==> src/rtl/psram_pkg.sv <==
// Shared definitions for the SPI-mode PSRAM reader: opcodes, FSM states
// and the fixed length of the command + address header.
package psram_pkg;

    localparam logic [7:0] OP_READ      = 8'h03;
    localparam logic [7:0] OP_FAST_READ = 8'h0B;
    localparam logic [7:0] OP_READ_ID   = 8'h9F;
    localparam logic [7:0] OP_RESET_EN  = 8'h66;
    localparam logic [7:0] OP_RESET     = 8'h99;

    // Command byte plus 24-bit address, shifted out before any data comes back
    localparam int HEADER_BITS = 32;

    typedef enum logic [2:0] {
        ST_IDLE,
        ST_SETUP,
        ST_CMD,
        ST_ADDR,
        ST_READ,
        ST_HOLD,
        ST_GAP
    } state_t;

endpackage

==> src/rtl/psram_spi_shifter.sv <==
// SCLK generator and MOSI shifter for the PSRAM reader. While i_run is high
// it produces bit periods of 2*CLK_DIV clocks (low half, then high half),
// shifts the header out MSB first, and tells the FSM when the MISO sample
// edge and the end of each bit occur.
module psram_spi_shifter
    import psram_pkg::*;
#(
    parameter int                      CLK_DIV = 2,
    parameter logic [HEADER_BITS-1:0]  HEADER  = '0
) (
    input  logic clk,
    input  logic resetn,
    input  logic i_load,
    input  logic i_run,
    output logic o_sclk,
    output logic o_mosi,
    output logic o_sample,
    output logic o_bit_done
);

    localparam int                DIV_W    = (CLK_DIV > 1) ? $clog2(CLK_DIV) : 1;
    localparam logic [DIV_W-1:0]  DIV_LAST = DIV_W'(CLK_DIV - 1);

    logic [DIV_W-1:0]        r_div;
    logic                    r_phase;
    logic                    r_sclk;
    logic [HEADER_BITS-1:0]  r_tx;
    logic                    w_half_end;

    assign w_half_end = i_run && (r_div == DIV_LAST);
    assign o_sample   = w_half_end && !r_phase;
    assign o_bit_done = w_half_end && r_phase;
    assign o_sclk     = r_sclk;
    assign o_mosi     = r_tx[HEADER_BITS-1];

    // Divider and phase: SCLK rises at the end of each low half, falls (and
    // MOSI advances, zero-filling so READ sends 0) at the end of each high half.
    always_ff @(posedge clk or negedge resetn) begin
        if (!resetn) begin
            r_div   <= '0;
            r_phase <= 1'b0;
            r_sclk  <= 1'b0;
            r_tx    <= '0;
        end else begin
            if (i_load) begin
                r_tx <= HEADER;
            end
            if (!i_run) begin
                r_div   <= '0;
                r_phase <= 1'b0;
                r_sclk  <= 1'b0;
            end else if (w_half_end) begin
                r_div   <= '0;
                r_phase <= ~r_phase;
                r_sclk  <= ~r_phase;
                if (r_phase) begin
                    r_tx <= {r_tx[HEADER_BITS-2:0], 1'b0};
                end
            end else begin
                r_div <= r_div + 1'b1;
            end
        end
    end

endmodule

==> src/rtl/psram_spi_reader.sv <==
// SPI-mode PSRAM read master: sends a command byte and 24-bit address, then
// clocks in DATA_BYTES bytes and presents them as one word with a single-cycle
// rvalid. CE framing, busy and the returned word are all registered.
module psram_spi_reader
    import psram_pkg::*;
#(
    parameter int          CLK_DIV    = 2,
    parameter logic [7:0]  CMD        = OP_READ_ID,
    parameter logic [23:0] ADDR       = 24'h000000,
    parameter int          DATA_BYTES = 12,
    parameter int          GAP_CYCLES = 8
) (
    input  logic                    clk,
    input  logic                    resetn,
    input  logic                    start,
    output logic                    busy,
    output logic [8*DATA_BYTES-1:0] rdata,
    output logic                    rvalid,
    output logic                    ram_ce_n,
    output logic                    ram_clk,
    output logic                    ram_si,
    input  logic                    ram_so
);

    localparam int RX_W       = 8 * DATA_BYTES;
    localparam int TOTAL_BITS = HEADER_BITS + RX_W;
    localparam int BIT_W      = $clog2(TOTAL_BITS);
    localparam int CNT_MAX    = (CLK_DIV > GAP_CYCLES) ? CLK_DIV : GAP_CYCLES;
    localparam int CNT_W      = $clog2(CNT_MAX + 1);

    localparam logic [BIT_W-1:0] LAST_CMD_BIT  = BIT_W'(7);
    localparam logic [BIT_W-1:0] LAST_ADDR_BIT = BIT_W'(HEADER_BITS - 1);
    localparam logic [BIT_W-1:0] LAST_BIT      = BIT_W'(TOTAL_BITS - 1);
    localparam logic [CNT_W-1:0] SETUP_END     = CNT_W'(CLK_DIV);
    localparam logic [CNT_W-1:0] HOLD_END      = CNT_W'(CLK_DIV - 1);
    localparam logic [CNT_W-1:0] GAP_END       = CNT_W'(GAP_CYCLES - 1);

    state_t            r_state;
    state_t            w_state_next;
    logic [CNT_W-1:0]  r_cnt;
    logic [BIT_W-1:0]  r_bitcnt;
    logic [RX_W-1:0]   r_shift;
    logic [RX_W-1:0]   r_rdata;
    logic              r_rvalid;
    logic              r_ce_n;
    logic              r_busy;
    logic              w_load;
    logic              w_run;
    logic              w_sample;
    logic              w_bit_done;
    logic              w_sclk;
    logic              w_mosi;

    assign w_run = (r_state == ST_CMD) || (r_state == ST_ADDR) || (r_state == ST_READ);

    psram_spi_shifter #(
        .CLK_DIV (CLK_DIV),
        .HEADER  ({CMD, ADDR})
    ) u_shifter (
        .clk        (clk),
        .resetn     (resetn),
        .i_load     (w_load),
        .i_run      (w_run),
        .o_sclk     (w_sclk),
        .o_mosi     (w_mosi),
        .o_sample   (w_sample),
        .o_bit_done (w_bit_done)
    );

    // State register
    always_ff @(posedge clk or negedge resetn) begin
        if (!resetn) begin
            r_state <= ST_IDLE;
        end else begin
            r_state <= w_state_next;
        end
    end

    // Next-state logic; SETUP spans the accept cycle plus CLK_DIV low cycles
    always_comb begin
        w_state_next = r_state;
        w_load       = 1'b0;
        case (r_state)
            ST_IDLE: begin
                if (start) begin
                    w_state_next = ST_SETUP;
                    w_load       = 1'b1;
                end
            end
            ST_SETUP: if (r_cnt == SETUP_END) w_state_next = ST_CMD;
            ST_CMD:   if (w_bit_done && r_bitcnt == LAST_CMD_BIT)  w_state_next = ST_ADDR;
            ST_ADDR:  if (w_bit_done && r_bitcnt == LAST_ADDR_BIT) w_state_next = ST_READ;
            ST_READ:  if (w_bit_done && r_bitcnt == LAST_BIT)      w_state_next = ST_HOLD;
            ST_HOLD:  if (r_cnt == HOLD_END) w_state_next = ST_GAP;
            ST_GAP:   if (r_cnt == GAP_END)  w_state_next = ST_IDLE;
            default:  w_state_next = ST_IDLE;
        endcase
    end

    // Counters, receive shift register and registered interface outputs
    always_ff @(posedge clk or negedge resetn) begin
        if (!resetn) begin
            r_cnt    <= '0;
            r_bitcnt <= '0;
            r_shift  <= '0;
            r_rdata  <= '0;
            r_rvalid <= 1'b0;
            r_ce_n   <= 1'b1;
            r_busy   <= 1'b0;
        end else begin
            if ((w_state_next != r_state) || !(r_state inside {ST_SETUP, ST_HOLD, ST_GAP})) begin
                r_cnt <= '0;
            end else begin
                r_cnt <= r_cnt + 1'b1;
            end

            if (w_load) begin
                r_bitcnt <= '0;
            end else if (w_bit_done && (r_bitcnt != LAST_BIT)) begin
                r_bitcnt <= r_bitcnt + 1'b1;
            end

            if (w_load) begin
                r_shift <= '0;
            end else if (w_sample && (r_state == ST_READ)) begin
                r_shift <= {r_shift[RX_W-2:0], ram_so};
            end

            r_ce_n   <= (w_state_next == ST_IDLE) || (w_state_next == ST_GAP);
            r_busy   <= (w_state_next != ST_IDLE);
            r_rvalid <= (r_state == ST_HOLD) && (w_state_next == ST_GAP);
            if ((r_state == ST_HOLD) && (w_state_next == ST_GAP)) begin
                r_rdata <= r_shift;
            end
        end
    end

    assign busy     = r_busy;
    assign rdata    = r_rdata;
    assign rvalid   = r_rvalid;
    assign ram_ce_n = r_ce_n;
    assign ram_clk  = w_sclk;
    assign ram_si   = w_mosi;

endmodule

==> config.mk <==
export PLATFORM = sky130hd
export DESIGN_NAME = psram_spi_reader
export DESIGN_NICKNAME = d
export VERILOG_FILES = /design/src/rtl/psram_pkg.sv /design/src/rtl/psram_spi_shifter.sv /design/src/rtl/psram_spi_reader.sv
export SDC_FILE = /design/constraint.sdc
export NUM_CORES = 1
export LEC_CHECK = 0
export BUFFER_PORTS_ARGS = -buffer_cell sky130_fd_sc_hd__buf_2
export CAP_MARGIN = 25
export CORE_ASPECT_RATIO = 0.9
export CORE_MARGIN = 1
export CORE_UTILIZATION = 40
export CTS_CLUSTER_DIAMETER = 100
export DETAILED_ROUTE_END_ITERATION = 6
export GPL_ROUTABILITY_DRIVEN = 0
export PLACE_DENSITY = 0.69
export SLEW_MARGIN = 20
export SYNTH_ARGS = -nofsm -noshare
export SYNTH_HDL_FRONTEND = slang
export SYNTH_SLANG_ARGS = --single-unit
==> constraint.sdc <==
create_clock -name clk -period 2.26 [get_ports clk]
set_input_delay 0.226 -clock clk [delete_from_list [all_inputs] [get_ports clk]]
set_output_delay 0.226 -clock clk [all_outputs]
set_load 0.02 [all_outputs]
==> qor.yml <==
status: "finished clean"
clkPwrFrac_pct: 44.6
grt.overflow.total: 0
p_leak_nw: 5.814
slew_headroom_pct: 49.30
path_clk_slew_ns: 0.06
startpoint: "r_bitcnt[0]"
post-route-period-util_pct: 92.51
antenna_left: 0
core_area_mm2: 0.02334
ys_types: 37
pre_cts_ws_ns: 0.03439
grt_max_degree: 97
grt_first_pass_wirelength_um: 31090
crit_fanout: 5
setup_viol: 0
whs_ns: 0.3068
cts_buffers: 26
rsz0062_at_grt: "false"
max_cap_violations: 0
critPathRequiredTime_ns: 2.72
crit_path_cell_trace: "ha_1, nor4b_1, and3_1, a2111oi_2, buf_4, or4b_4, nand2_1"
use_met3_pct: 2.566
wire_per_inst_um: 14.20
die-area_mm2: 0.02445
skew_ns: 0.01563
ir_drop_mv: 0.5048
cts_tree: "yes"
insertion_delay_ns: 0.51
cts_htree_levels: 1
dpl_cell_area_mm2: 0.01058
area_delta_synth_final_pct: 20.65
seq_power_share_pct: 46.8
timing.rr.end: "ram_ce_n"
internal-power_mw: 7.441
postCtsSetupBuffers: 0
grtUsageTotal_pct: 15.34
grt_use_met2_pct: 24.03
antenna_cells: 0
layout-drive-gt1-share_pct: 28.46
synth_top_area_cell: "dfrtp_1"
fin_nets: 973
syn_area_per_cell_um2: 11.09
synth.ff_latch_count: 243
hold_class: "in2async"
tns_ns: 0
ys_seq_area_share_pct: 63.82
reg2reg_depth: 7
num_io_pins: 105
clock_sinks: 243
max_freq_ghz: 0.4783
synth_area_leaders: "dfrtp_1 (64%), mux2_2 (11%), nand2_1 (10%), a21oi_1 (3.4%), nand3_1 (2.2%)"
firstDrtPassIters: 5
crit_arrival_ns: 2.55
p_switching_mw: 2.329
p_sw_share_pct: 23.84
gr-usage-met1_pct: 22.27
cp_slowest_cell: "or4b_4"
rows: 53
setup_ws_ns: 0.1693
antenna_found_initial: 0
p_comb_share_pct: 8.6
drt_iter0_drc: 527
clock_path_buffers: 3
dpl.hpwl_um: 11190
syn_area_mm2: 0.009530
yosysWarnings: 0
via_count: 6406
syn-instance-count: 859
slew_violations: 0
initial_core_util_pct: 40.83
die_h_um: 148.4
port-buffer-count: 104
synth_fp_nets: 867
critPathLaunchType: "register"
root_buffer: "clkbuf_16"
critical_path.max_stage_delay_ns: 0.46
via_per_inst: 4.981
wl_um: 18260
endpoint_kind: "register"
design_area_mm2: 0.01150
worst_pin_slew_ns: 0.7606
rrSetupSlack_ns: 0.17
busiest_layer: "met2"
synth_top_area_share_pct: 63.54
grt_pass1_vias: 6262
layout_min_cycle_time_ns: 2.091
die_x_um: 164.7
drc: 0
r2r_start: "r_bitcnt[0]"
hold_viol: 0
critPathKind: "reg2reg"
power.density_mw_per_mm2: 849.7
## through the flow
| step | instances | util (%) | power [mW] |
|---|---|---|---|
| global route | 1286 | 49.26 | 10.18 |
| CTS | 1286 | 49.23 | 9.899 |
| finish | 1286 | 49.26 | 9.770 |
| detailed placement | 1237 | 45.31 | 5.486 |
| global placement | 1237 | 45.31 | 5.471 |
| floorplan | 859 | - | 5.116 |
## synth_stat cells
master,instances
nand2b_1,2
clkbuf_1,27
xnor2_1,2
a21oi_1,65
nor3b_2,1
buf_6,1
dfrtp_1,242
and3_1,5
nor2b_1,1
nand2_1,258
nor2_1,20
mux2_2,96
a211oi_1,2
o2bb2ai_1,1
xor2_1,3
or4b_4,1
nor4b_1,3
mux2i_1,2
ha_1,4
and2_1,1
o21ai_0,33
o311a_1,1
a31oi_1,2
inv_1,6
buf_1,3
or3b_1,2
nand4_1,3
nand3b_1,1
buf_4,1
nor4_1,1
nor3_1,1
dfstp_2,1
nand3_1,41
a211oi_4,1
buf_2,23
or2_2,1
a2111oi_0,1
## kinds of logic after synthesis
group,after synthesis,share of synthesized area [%]
flops,243,63.82
xor+xnor,5,0.4596
compound gates,106,5.934
simple gates,342,14.89
fa+ha+maj,4,0.5252
buf+inv,61,2.823
mux,98,11.55
## worst max path at each step
stage                     cells past startpoint   endpoint
after CTS                                     7   ram_ce_n
after global routing                          4  rdata[92]
after detailed placement                      6   ram_ce_n
final                                         7   ram_ce_n
after floorplan                               6  rdata[67]
after global placement                        6       busy
## repair_timing
item	in CTS	in global routing
endpoints found under the setup margin	2	2
endpoints found under the hold margin	75	0
gates resized for setup	1	2
hold buffers	2	0
## cell usage in the layout, fill, tap and decap left out, types with 5 or more instances in the layout
cell type	instances
buf_12	12
inv_1	6
buf_4	15
buf_2	103
mux2_2	96
nand3_1	41
clkinv_2	7
a21oi_1	64
clkbuf_1	5
nor2_1	20
clkbuf_16	27
nand2_1	258
o21ai_0	33
dfrtp_1	242
## power groups by stage
stage          Clock (mW)  Combinational (mW)  Sequential, mW
5_1_grt              4.65               0.948            4.58
3_3_place_gp            0               0.836            4.64
4_1_cts              4.48               0.850            4.57
3_5_place_dp            0               0.841            4.64
6_report             4.36               0.841            4.57
2_1_floorplan           0               0.451            4.66
## cell type report
cell class | count | area [um^2]
Clock buffer | 34 | 721.9
Clock inverter | 13 | 171.4
Fill cell | 2097 | 11840
Inverter | 6 | 22.52
Multi-Input combinational cell | 555 | 3219
Sequential cell | 243 | 6082
Tap cell | 302 | 377.9
Timing Repair Buffer | 133 | 903.4
## critical path: cells and delay by family, from the launching register on
family | cells | cell delay, ns
adders and majority gates | 1 | 0.25
and+or+nand+nor | 4 | 0.89
DFF | 1 | 0.40
AOI/OAI and AO/OA | 1 | 0.33
buffers and inverters | 1 | 0.17
## sequential cells by signal (all words and copies together), names as in the netlist, 3 cells and up
register	count
r_state	3
r_cnt	4
rdata	96
u_shifter.r_tx	32
r_shift	96
r_bitcnt	7
## metal layers
metal	vias up	part of all wire, %
li1	3070	-
met1	3184	48
met2	124	46
met3	28	4.4
met4	0	1.6
met5	-	0
No activity file was read; power rests on OpenSTA's default activity.
